`config.mk`:
```
export PLATFORM = sky130hd
export DESIGN_NAME = fpu_mul_sched
export DESIGN_NICKNAME = d
export VERILOG_FILES = /design/src/rtl/fpu_mul_sched_pkg.sv /design/src/rtl/fpu_mul_sched_arb.sv /design/src/rtl/fpu_mul_sched.sv
export SDC_FILE = /design/constraint.sdc
export NUM_CORES = 1
export LEC_CHECK = 0
export CORE_MARGIN = 4
export CORE_UTILIZATION = 28
export DETAILED_ROUTE_END_ITERATION = 8
export GPL_TIMING_DRIVEN = 1
export PLACE_DENSITY_LB_ADDON = 0.12
export REMOVE_ABC_BUFFERS = 1
export SLEW_MARGIN = 30
export SYNTH_ARGS = -nofsm -noshare
export SYNTH_HDL_FRONTEND = slang
export SYNTH_SLANG_ARGS = --single-unit
export TNS_END_PERCENT = 100
```
`constraint.sdc`:
```
create_clock -name clk -period 4.67 [get_ports clk]
set_input_delay 0.934 -clock clk [delete_from_list [all_inputs] [get_ports clk]]
set_output_delay 0.934 -clock clk [all_outputs]
set_load 0.01 [all_outputs]
```
`src/rtl/fpu_mul_sched_pkg.sv`:
```
// Shared types for the FP multiply scheduler: port identifiers and per-stage metadata.
// Tags are stored at a fixed maximum width; the top narrows them to its TAG_W.
package fpu_mul_sched_pkg;

  localparam int MUL_LATENCY = 3;
  localparam int TAG_W_MAX   = 8;

  typedef enum logic {
    PORT0 = 1'b0,
    PORT1 = 1'b1
  } port_t;

  typedef struct packed {
    logic                 valid;
    port_t                port;
    logic [TAG_W_MAX-1:0] tag;
  } stage_meta_t;

endpackage

```
`src/rtl/fpu_mul_sched_arb.sv`:
```
// Two-input round-robin arbiter, zero-cycle grant; the pointer flips to the losing port on each accepted grant.
// Grants assert only while advance is high, so a stalled or flushed cycle leaves the pointer untouched.
module rr_arb2
  import fpu_mul_sched_pkg::*;
(
  input  logic       clk,
  input  logic       reset,
  input  logic [1:0] req,
  input  logic       advance,
  output logic [1:0] gnt,
  output port_t      gnt_idx
);

  port_t rr_q;
  port_t rr_d;

  always_comb begin
    gnt_idx = PORT0;
    if (req[1] && (!req[0] || rr_q == PORT1)) begin
      gnt_idx = PORT1;
    end
    gnt[0] = advance && req[0] && (gnt_idx == PORT0);
    gnt[1] = advance && req[1] && (gnt_idx == PORT1);
    rr_d   = rr_q;
    if (|gnt) begin
      rr_d = (gnt_idx == PORT0) ? PORT1 : PORT0;
    end
  end

  always_ff @(posedge clk) begin
    if (reset) begin
      rr_q <= PORT0;
    end else begin
      rr_q <= rr_d;
    end
  end

endmodule

```
`src/rtl/fpu_mul_sched.sv`:
```
// Two-port scheduler for the 3-stage FP multiply pipeline; a handshake in cycle N yields res_valid in N+3.
// res_ready ripples combinationally through the stage advance chain into req*_ready; bubbles collapse.
module fpu_mul_sched
  import fpu_mul_sched_pkg::*;
#(
  parameter int TAG_W = 3
) (
  input  logic             clk,
  input  logic             reset,
  input  logic             flush,
  input  logic             req0_valid,
  input  logic [31:0]      req0_fp1,
  input  logic [31:0]      req0_fp2,
  input  logic [TAG_W-1:0] req0_tag,
  output logic             req0_ready,
  input  logic             req1_valid,
  input  logic [31:0]      req1_fp1,
  input  logic [31:0]      req1_fp2,
  input  logic [TAG_W-1:0] req1_tag,
  output logic             req1_ready,
  output logic [31:0]      mul_fp1,
  output logic [31:0]      mul_fp2,
  output logic             s1_en,
  output logic             s2_en,
  output logic             s3_en,
  output logic             res_valid,
  output logic             res_port,
  output logic [TAG_W-1:0] res_tag,
  input  logic             res_ready
);

  stage_meta_t meta1_q, meta1_d;
  stage_meta_t meta2_q, meta2_d;
  stage_meta_t meta3_q, meta3_d;

  logic       adv1, adv2, adv3;
  logic       accept_en;
  logic [1:0] gnt;
  port_t      gnt_idx;

  assign adv3      = !meta3_q.valid || res_ready;
  assign adv2      = !meta2_q.valid || adv3;
  assign adv1      = !meta1_q.valid || adv2;
  assign accept_en = adv1 && !flush && !reset;

  rr_arb2 u_arb (
    .clk     (clk),
    .reset   (reset),
    .req     ({req1_valid, req0_valid}),
    .advance (accept_en),
    .gnt     (gnt),
    .gnt_idx (gnt_idx)
  );

  always_comb begin
    meta1_d = meta1_q;
    meta2_d = meta2_q;
    meta3_d = meta3_q;
    if (adv1) begin
      meta1_d.valid = |gnt;
      meta1_d.port  = gnt_idx;
      meta1_d.tag   = TAG_W_MAX'((gnt_idx == PORT1) ? req1_tag : req0_tag);
    end
    if (adv2) begin
      meta2_d = meta1_q;
    end
    if (adv3) begin
      meta3_d = meta2_q;
    end
    // Flush kills validity only; payload is left to be overwritten.
    if (flush) begin
      meta1_d.valid = 1'b0;
      meta2_d.valid = 1'b0;
      meta3_d.valid = 1'b0;
    end
  end

  always_ff @(posedge clk) begin
    if (reset) begin
      meta1_q <= '0;
      meta2_q <= '0;
      meta3_q <= '0;
    end else begin
      meta1_q <= meta1_d;
      meta2_q <= meta2_d;
      meta3_q <= meta3_d;
    end
  end

  assign req0_ready = gnt[0];
  assign req1_ready = gnt[1];
  assign mul_fp1    = gnt[1] ? req1_fp1 : req0_fp1;
  assign mul_fp2    = gnt[1] ? req1_fp2 : req0_fp2;
  assign s1_en      = adv1;
  assign s2_en      = adv2;
  assign s3_en      = adv3;
  assign res_valid  = meta3_q.valid;
  assign res_port   = meta3_q.port;
  assign res_tag    = meta3_q.tag[TAG_W-1:0];

  if (TAG_W < TAG_W_MAX) begin : g_tag_pad
    logic unused_tag_hi;
    assign unused_tag_hi = ^meta3_q.tag[TAG_W_MAX-1:TAG_W];
  end

endmodule

```
# Yosys cells after proc, flatten, opt, wreduce, memory -nomap -nowiden
# Cells that the tools add are included.
totals:
  input_bits: 140
  output_inout_bits: 74
  reg_bits: 16
classes:
  n_mux: 5
  reduce_logical: 19
  n_bitwise: 1
ops:
  columns: ["cell", "n"]
  rows:
  - ["32-bit two-way mux", 2]
  - ["1-bit logical AND", 7]
  - ["1-bit logical NOT", 6]
  - ["1-bit logical OR", 4]
  - ["2-bit OR reduction", 2]
  - ["3-bit two-way mux", 1]
  - ["1-bit two-way mux", 2]
  - ["1-bit inverter", 1]

# Depth between registers and ports, before layout
# Gate-level depths: netlist of run 1.
logic_depth:
  depth_word: 9
  depth_mapped: 6

# By module
# From an unflattened synthesis of run 1, not the netlist that was laid out.
hier_totals:
  hier_cells: 144
  area_unflattened_um2: 1447.6
by_module_without_submodules:
  columns: ["module", "area_per_inst_um2", "seq_area_each_um2", "instances", "cells_per_inst"]
  rows:
  - ["fpu_mul_sched", 1385.1, 300.3, 1, 136]
  - ["rr_arb2", 62.6, 20.0, 1, 8]

# Least setup slack after synthesis of run 1
# No wires, ideal clock.
synth_timing:
  kind: "input to output"
  from: "in res_ready"
  to: "out mul_fp1[13]"
  n_path_buf: 2
  path_slack_ns: 1.861
  arrival_time_ns: 1.875
  t_required_ns: 3.736
  cell_stages: 5
  cell_sequence: "nand4b_4 nand4_1 buf_6 buf_6 mux2_4"
synth_via:
  elab_chain_cells: 8
synth_rtl:
  columns: ["element", "line_no", "rtl"]
  rows:
  - ["start, declared", "fpu_mul_sched.sv:29", "input logic res_ready"]
  - ["1-bit logical OR", "fpu_mul_sched.sv:41", "assign adv3 = !meta3_q.valid || res_ready;"]
  - ["1-bit logical OR", "fpu_mul_sched.sv:42", "assign adv2 = !meta2_q.valid || adv3;"]
  - ["1-bit logical OR", "fpu_mul_sched.sv:43", "assign adv1 = !meta1_q.valid || adv2;"]
  - ["1-bit logical AND (2 in series)", "fpu_mul_sched.sv:44", "assign accept_en = adv1 && !flush && !reset;"]
  - ["1-bit logical AND (2 in series)", "fpu_mul_sched_arb.sv:23", "gnt[1] = advance && req[1] && (gnt_idx == PORT1);"]
  - ["32-bit two-way mux", "fpu_mul_sched.sv:92", "assign mul_fp1 = gnt[1] ? req1_fp1 : req0_fp1;"]
  - ["end, declared", "fpu_mul_sched.sv:21", "output logic [31:0] mul_fp1,"]
# Every way passes these cells.

# Worst setup path after layout of run 1
layout_timing:
  from: "in res_ready"
  to: "out mul_fp1[1]"
# Same word-level chain as after synthesis.

==> impl_metrics.ini, run 1 <==
[route]
wl_mm = 8.29
wl_per_cell_um = 19.2
drc = 0
via_per_inst = 4.53
vias = 1955
first_iter_violations = 52
drtPass1Iterations = 4
antenna_left = 0

[die]
rows = 27
core_sq_um = 5610
die_w_um = 84.9
die_h_um = 84.9
die-area_sq_um = 7210
start_util_pct = 29.5
io_pins = 214

[clock_network]
clkSinkCount = 16
ctsHoldBuffers = 0
clockBufferDepth = 2
cts_tree = yes
clock_latency_ns = 0.24
clk_pin_slew_ns = 0.06
cts_resized = 0
htree_levels = 1
cts_root_buffer = clkbuf_8
postCtsSetupBuffers = 0
numCtsBuffers = 3

[finish]
num-fill-cells = 473
final_area_sq_um = 3890
area_growth_pct = 135
n_antenna_cell = 0
fin_util_pct = 69.3
drive_above_1_share_pct = 17.5
layout.nets = 501
layout.cells.non_filler = 432

[placed_design]
portBuffers = 213
place_area_sq_um = 3830
place_ws_ns = 0.640
place.gp.congestion = 0.869
post-dp-hpwl_mm = 7.37
dpl.cell_count = 428

[power_and_ir_drop]
leakagePower_nw = 1.68
power_mw = 0.574
vdd_drop_max_mv = 0.152
p_per_area_nw_per_um2 = 148

[synthesis]
postSynth.asyncResetShare_pct = 0
syn_area_sq_um = 1660
synth_cell_types = 26
synth.yosys.seq_area_share_pct = 19.3
ys_seq_elements = 16
synth_cells = 151
yosysWarningCount = 0
synth_flop_cell = dfxtp_1
synth-edff-count = 0
syn_avg_cell_area_sq_um = 11.0

[grt]
globalRouteOverflowTotal = 0
antenna_found_initial = 0
grt_pass1_wl_mm = 11.8
grt_max_degree = 37
grt_pass1_vias = 2076
grt_usage_pct = 21.2

[hold_path]
min_from = res_tag[1]
holdPathStages = 2
hold_path_class = reg -> reg
hold_end = res_tag[1]

[sta]
fin_ws_ns = 0.653
worstMarginPinSlew_ns = 0.345
finalCriticalPeriod_ns = 4.02
rsz0062_at_grt = no
drv_slew = 0
setup-tns-final_ns = 0
whs_ns = 0.455
skew_ns = 0.000757
max_freq_mhz = 249
fin_crit_sh_pct = 86.0
finalSetupViolations = 0
maxSlewHeadroom_pct = 76.9
finalHoldViolations = 0

[worst_setup_path]
worstSetupPathType = in -> out
timing.rr.start = meta2_q[9]
cp-end-kind = output port
crit_path_max_fanout = 36
reg2reg_to = u_arb.rr_q
r2r_cells = 3
start_kind = primary input
worst_ep_arrival_time_ns = 3.08
crit_required_ns = 3.74
r2r_slack_ns = 3.49

[outcome]
status = complete, no violations

[run]
drv_cap = 0
==> power breakdown <==
group	switching, mW	total (mW)	leakage [nW]	internal, mW
clock network	0.0436	0.118	0.0288	0.0746
registers	0.00402	0.147	0.131	0.143
logic	0.0880	0.309	1.52	0.221
==> kinds of logic (layout without fill, tap and decap cells) <==
family / count (synthesis) / in the layout / synth area share [%]
compound gates: 21 / 21 / 8.08
simple gates: 34 / 34 / 10.9
flops: 16 / 16 / 19.3
buf+inv: 16 / 225 / 7.10
mux: 64 / 64 / 54.6
==> worst max path at each step <==
stage	from	depth (start not counted)	to
final	res_ready	6	mul_fp1[1]
after global routing	res_ready	6	mul_fp1[11]
after CTS	res_ready	6	mul_fp1[1]
after detailed placement	res_ready	6	mul_fp1[1]
after global placement	res_ready	6	mul_fp1[31]
after floorplan	res_ready	3	mul_fp1[0]
==> worst max-delay path, cell delays in order <==
cell and delay [ns]:
clkdlybuf4s50_1 0.44, nand4b_4 0.28, nand4_1 0.28, buf_12 0.29, mux2_1 0.36, clkdlybuf4s50_1 0.50
==> layout by cell type (no fill, tap or decap), drive strengths merged, types with 3 or more instances in the layout <==
master and count:
a21oi 10, a311oi 3, buf 4, clkbuf 4, clkdlybuf4s50 213, dfxtp 16, inv 4, mux2 64
nand2 12, nand3 8, nor2 6, o21ai 3
==> synthesized netlist by cell type, types with 2 or more instances <==
cell type,n,area share [%]
mux2_4,49,44
dfxtp_1,16,19
mux2_1,12,8.2
nand2_1,12,2.7
a21oi_1,10,3.0
nand3_1,8,2.4
buf_6,7,4.8
nor2_1,5,1.1
buf_2,4,1.2
inv_1,4,0.91
a311oi_1,3,1.6
mux2_2,3,2.0
o21ai_0,3,0.91
nand4_1,2,0.76
nor2b_1,2,0.76
==> layer usage <==
metal	vias to the layer above	global-route usage, %	share of wire [%]
met4	0	3.17	1.1
li1	971	-	-
met1	885	21.4	34
met3	6	5.92	7.5
met5	-	0	0
met2	93	43.3	57
==> sequential cells by signal (all words and copies together) (netlist names) <==
name	count
meta1_q	5
meta2_q	5
res_tag	3
res_port	1
res_valid	1
u_arb.rr_q	1
==> layout make-up <==
class | count | area (sq um) | share of cell area (%)
repair buffers | 217 | 2190 | 56.3
clock buffers | 4 | 55.1 | 1.42
flip-flops and latches | 16 | 320 | 8.24
inverters | 4 | 15.0 | 0.386
multi-input cells | 119 | 1220 | 31.4
well taps | 72 | 90.1 | 2.32
No activity file was read; power rests on OpenSTA's default activity.
==> run 2: changes to the inputs <==
--- a/config.mk
+++ b/config.mk
@@ -10,6 +10,7 @@
 export DETAILED_ROUTE_END_ITERATION = 8
 export GPL_TIMING_DRIVEN = 1
 export PLACE_DENSITY_LB_ADDON = 0.12
+export RECOVER_POWER = 50
 export REMOVE_ABC_BUFFERS = 1
 export SLEW_MARGIN = 30
 export SYNTH_ARGS = -nofsm -noshare
==> run 2 against run 1 <==
Against the previous run:
- sequential share of layout area about the same
- non-clock buffer count did not move
- global-route usage did not move
- routed wire length shrank 0.21%
- critical endpoint is now mul_fp1[28]
- core utilization decreased by 0.11 points
==> impl_metrics.ini, run 2 (same netlist as run 1, synthesis figures left out) <==
[power_and_ir_drop]
leakagePower_nw = 1.69
p_switching_mw = 0.135
clockPowerShare_pct = 20.8
pwr-share-comb_pct = 53.3
p_per_area_nw_per_um2 = 146
vdd_drop_max_mv = 0.152
power.internal_mw = 0.433
power_frac_seq_pct = 25.8
switching_share_pct = 23.8

[die]
rows = 27
die_h_um = 84.9
core_sq_um = 5610
die_w_um = 84.9
die-area_sq_um = 7210
start_util_pct = 29.5
io_pins = 214

[finish]
final_common_cell = clkdlybuf4s50_1
mostFrequentLayoutCells = clkdlybuf4s50_1, mux2_4, dlygate4sd3_1, dfxtp_1
layout.nets = 501
area_growth_pct = 134
drive_above_1_share_pct = 16.9
n_antenna_cell = 0
num-fill-cells = 474

[clock_network]
cts_resized = 0
clkSinkCount = 16
clk_pin_slew_ns = 0.06
htree_levels = 1
ctsHoldBuffers = 0
numCtsBuffers = 3
clockBufferDepth = 2
clock_latency_ns = 0.24
cts_root_buffer = clkbuf_8
postCtsSetupBuffers = 0
cts_tree = yes

[sta]
whs_ns = 0.451
rsz0062_at_grt = no
fin_ws_ns = 0.453
fin_crit_sh_pct = 90.3
worstMarginPinSlew_ns = 0.502
finalCriticalPeriod_ns = 4.22
skew_ns = 0.000976
max_freq_mhz = 237
maxSlewHeadroom_pct = 66.5
drv_slew = 0
finalSetupViolations = 0
finalHoldViolations = 0

[placed_design]
portBuffers = 213
place.gp.congestion = 0.869
place_ws_ns = 0.640
post-dp-hpwl_mm = 7.37

[worst_setup_path]
worstPathBufferInverterCount = 3
cp_cell_sequence = dlygate4sd3_1, nand4b_4, nand4_1, buf_12, mux2_4, dlygate4sd3_1
cp-end-kind = output port
start_kind = primary input
r2r_cells = 5
worst_ep_arrival_time_ns = 3.28
crit_path_max_fanout = 36
crit_required_ns = 3.74
path_depth = 6
crit_path_frequent_cell = dlygate4sd3_1
crit_path_max_incr_delay_ns = 0.60
cp_top_family = buffers and inverters
worstSetupPathType = in -> out
timing.rr.start = res_valid
crit_start = res_ready
cpMaxStageDelayCell = dlygate4sd3_1

[hold_path]
hold_path_class = reg -> reg
min_from = res_tag[2]
holdPathStages = 2

[route]
drtPass1Iterations = 4
drc = 0
first_iter_violations = 53
wl_mm = 8.27
antenna_left = 0
via_per_inst = 4.53
vias = 1955
wl_per_cell_um = 19.1

[grt]
antenna_found_initial = 0
grt_pass1_vias = 2076
grt_usage_pct = 21.2
grt_pass1_wl_mm = 11.8
grt_max_degree = 37
globalRouteOverflowTotal = 0

[outcome]
status = complete, no violations

[run]
drv_cap = 0
run 2: worst reg2reg max path, delay by kind of cell (launching register included):
family	cells	cell delay (ns)
compound gates	1	0.06
buf+inv	2	0.60
simple gates	2	0.26
flops	1	0.41
run 2: layer usage:
metal | vias up | routed length [um] | global-route usage, %
met4 | 0 | 95 | 3.17
met5 | - | 0 | 0
li1 | 971 | - | -
met3 | 6 | 622 | 5.92
met2 | 93 | 4720 | 43.3
met1 | 885 | 2830 | 21.4
run 2: power by group through the flow:
stage	registers (mW)	logic, mW	clock network [mW]
after floorplan	0.149	0.105	0
after global placement	0.150	0.306	0
after detailed placement	0.150	0.310	0
after CTS	0.147	0.312	0.121
after global routing	0.148	0.320	0.127
final	0.147	0.303	0.118
run 2: final cells by class:
| type | count | area, sq um | share of cell area, % |
|---|---|---|---|
| clock buffers | 4 | 55.1 | 1.42 |
| repair buffers | 217 | 2180 | 56.3 |
| multi-input cells | 119 | 1220 | 31.3 |
| flip-flops and latches | 16 | 320 | 8.26 |
| inverters | 4 | 15.0 | 0.387 |
| well taps | 72 | 90.1 | 2.32 |
run 2: worst paths after layout:
kind | end | slack, ns
worst max-delay path | mul_fp1[28] | 0.45
worst min-delay path | res_tag[2] | 0.45
worst min register to register | res_tag[2] | 0.45
worst max register to register | res_tag[0] | 3.23
run 2: metrics by stage:
stage | TNS [ns] | total power [mW] | instances | instance area, sq um | util [%]
floorplan | -78.77 | 0.254 | 139 | 1550 | -
global placement | 0 | 0.456 | 428 | 3830 | 68.3
detailed placement | 0 | 0.460 | 428 | 3830 | 68.3
CTS | 0 | 0.580 | 432 | 3890 | 69.3
global route | 0 | 0.595 | 432 | 3880 | 69.2
finish | 0 | 0.568 | 432 | 3880 | 69.2
==> run 3: changes to the inputs <==
--- a/config.mk
+++ b/config.mk
@@ -6,14 +6,16 @@
 export NUM_CORES = 1
 export LEC_CHECK = 0
 export CORE_MARGIN = 4
-export CORE_UTILIZATION = 28
+export CORE_UTILIZATION = 26
 export DETAILED_ROUTE_END_ITERATION = 8
 export GPL_TIMING_DRIVEN = 1
 export PLACE_DENSITY_LB_ADDON = 0.12
 export RECOVER_POWER = 50
 export REMOVE_ABC_BUFFERS = 1
+export SKIP_CTS_REPAIR_TIMING = 1
 export SLEW_MARGIN = 30
 export SYNTH_ARGS = -nofsm -noshare
 export SYNTH_HDL_FRONTEND = slang
+export SYNTH_HIERARCHICAL = 1
 export SYNTH_SLANG_ARGS = --single-unit
 export TNS_END_PERCENT = 100
==> run 3 against run 2 <==
Against the previous run:
- hold slack improved by 0.0020 ns
- die area decreased by 5.4%
- maximum frequency decreased by 5.2%
- final cell count decreased by 1.9%
- critical path type unchanged
- largest power group unchanged
- highest routed layer is now met5
==> impl_metrics.ini, run 3 <==
[outcome]
status = complete, no violations

[sta]
max_freq_mhz = 225
skew_ns = 0.00234
fin_ws_ns = 0.221
drv_slew = 0
fin_crit_sh_pct = 95.3
setup-tns-final_ns = 0
maxSlewHeadroom_pct = 69.4
finalCriticalPeriod_ns = 4.45
finalHoldViolations = 0
finalSetupViolations = 0
worstMarginPinSlew_ns = 0.458
rsz0062_at_grt = no

[synthesis]
postSynth.asyncResetShare_pct = 0
synth_compound_area_share_pct = 6.83
synth_top_area_share_pct = 48.2
syn_avg_cell_area_sq_um = 10.1
synth-edff-count = 0
synthTopCellsByArea = mux2_2, dfxtp_1, buf_6
yosys-top-cells-count = mux2_2, dfxtp_1, nand2_1
synth_most_common_cell = mux2_2
synth_flop_cell = dfxtp_1
synth-xor-area-share_pct = 0
synth_cells = 144
yosysWarningCount = 6
synth_top_area_cell = mux2_2
syn_area_sq_um = 1450
synth_cell_types = 24
synth.yosys.seq_area_share_pct = 22.1
yosys.area_share.simple_pct = 11.6
synth_top_family_by_area = multiplexers
synth_adder_area_share_pct = 0
ys_seq_elements = 16
synth.mux.area_fraction_pct = 52.5

[placed_design]
post-dp-hpwl_mm = 7.38
place_ws_ns = 0.232
portBuffers = 213
place.gp.congestion = 0.880

[finish]
drive_above_1_share_pct = 19.8
final_common_cell = clkdlybuf4s50_1
mostFrequentLayoutCells = clkdlybuf4s50_1, mux2_2, dfxtp_1, nand2_1, a21oi_1
n_antenna_cell = 0
layout.nets = 495
fin_util_pct = 69.7
area_growth_pct = 152

[worst_setup_path]
worstPathBufferInverterCount = 3
worst_ep_arrival_time_ns = 3.51
worstSetupPathType = in -> out
cp_cell_sequence = clkdlybuf4s50_1, nand4b_1, nor3b_1, and3_1, buf_12, mux2_2, clkdlybuf4s50_1
cp-end-kind = output port
cpMaxStageDelayCell = clkdlybuf4s50_1
start_kind = primary input
crit_path_max_fanout = 45
crit_path_frequent_cell = clkdlybuf4s50_1
crit_path_max_incr_delay_ns = 0.53
crit_required_ns = 3.74
cp_top_family = buffers and inverters

[clock_network]
cts_root_buffer = clkbuf_8
clkSinkCount = 16
htree_levels = 1
clockBufferDepth = 2
cts_tree = yes
numCtsBuffers = 3
clk_pin_slew_ns = 0.06
clock_latency_ns = 0.24

[grt]
globalRouteOverflowTotal = 0
grt_max_degree = 46
antenna_found_initial = 2
grt_pass1_vias = 1972
grt_pass1_wl_mm = 11.2
grt_usage_pct = 22.7

[route]
drc = 0
wl_per_cell_um = 19.7
wl_mm = 8.34
vias = 1944
via_per_inst = 4.58
antenna_left = 0
drtPass1Iterations = 4
first_iter_violations = 23

[die]
die-area_sq_um = 6830
rows = 26
io_pins = 214
start_util_pct = 27.6
die_h_um = 82.6
core_sq_um = 5240
die_w_um = 82.6

[hold_path]
hold_path_class = reg -> reg

[power_and_ir_drop]
p_per_area_nw_per_um2 = 149
power_mw = 0.545
vdd_drop_max_mv = 0.137
leakagePower_nw = 1.35

[run]
drv_cap = 0
[run 3: area by class of cell]
type                            count  area (sq um)
Inverter                            1          3.75
Tap cell                           70          87.6
Fill cell                         428          1590
Clock buffer                        4          55.1
Timing Repair Buffer              217          2170
Sequential cell                    16           320
Multi-Input combinational cell    116          1010
[run 3: routing by layer]
layer  part of all wire, %  up-vias  global-route usage, %
met3                    15       16                   13.3
met1                    35      847                   22.2
met2                    47      133                   41.2
met5                  0.41        -                      0
li1                      -      944                      -
met4                   2.4        4                   5.23
[run 3: cells by family (layout without fill, tap and decap cells)]
family | count (synthesis) | after routing
multiplexers | 68 | 68
AND/OR/NAND/NOR | 32 | 32
AO/OA/AOI/OAI | 16 | 16
flip-flops | 16 | 16
buffers and inverters | 12 | 222
[run 3: worst paths after layout]
| kind | from | end | cells past startpoint | slack, ns |
|---|---|---|---|---|
| setup reg to reg | meta2_q[9] | meta1_q[9] | 5 | 3.02 |
| hold reg to reg | res_tag[0] | res_tag[0] | 2 | 0.45 |
| hold / removal | res_tag[0] | res_tag[0] | 2 | 0.45 |
| setup / recovery | res_ready | mul_fp2[14] | 7 | 0.22 |
[run 3: metrics by stage]
step | hold slack (ns) | cells | cell area, sq um
floorplan | 0.430 | 133 | 1350
global placement | 0.440 | 420 | 3610
detailed placement | 0.451 | 420 | 3610
CTS | 0.460 | 424 | 3670
global route | 0.474 | 424 | 3650
finish | 0.453 | 424 | 3650
[run 3: power breakdown]
group / internal [mW] / total (mW) / switching [mW] / leakage, nW
logic: 0.200 / 0.281 / 0.0803 / 1.19
clock network: 0.0747 / 0.119 / 0.0445 / 0.0288
registers: 0.142 / 0.145 / 0.00323 / 0.131
[run 3: worst min-delay path, delay by kind of cell (launching register included)]
family           cells  cell delay (ns)
AO/OA/AOI/OAI        1             0.05
flip-flops           1             0.31
AND/OR/NAND/NOR      1             0.05
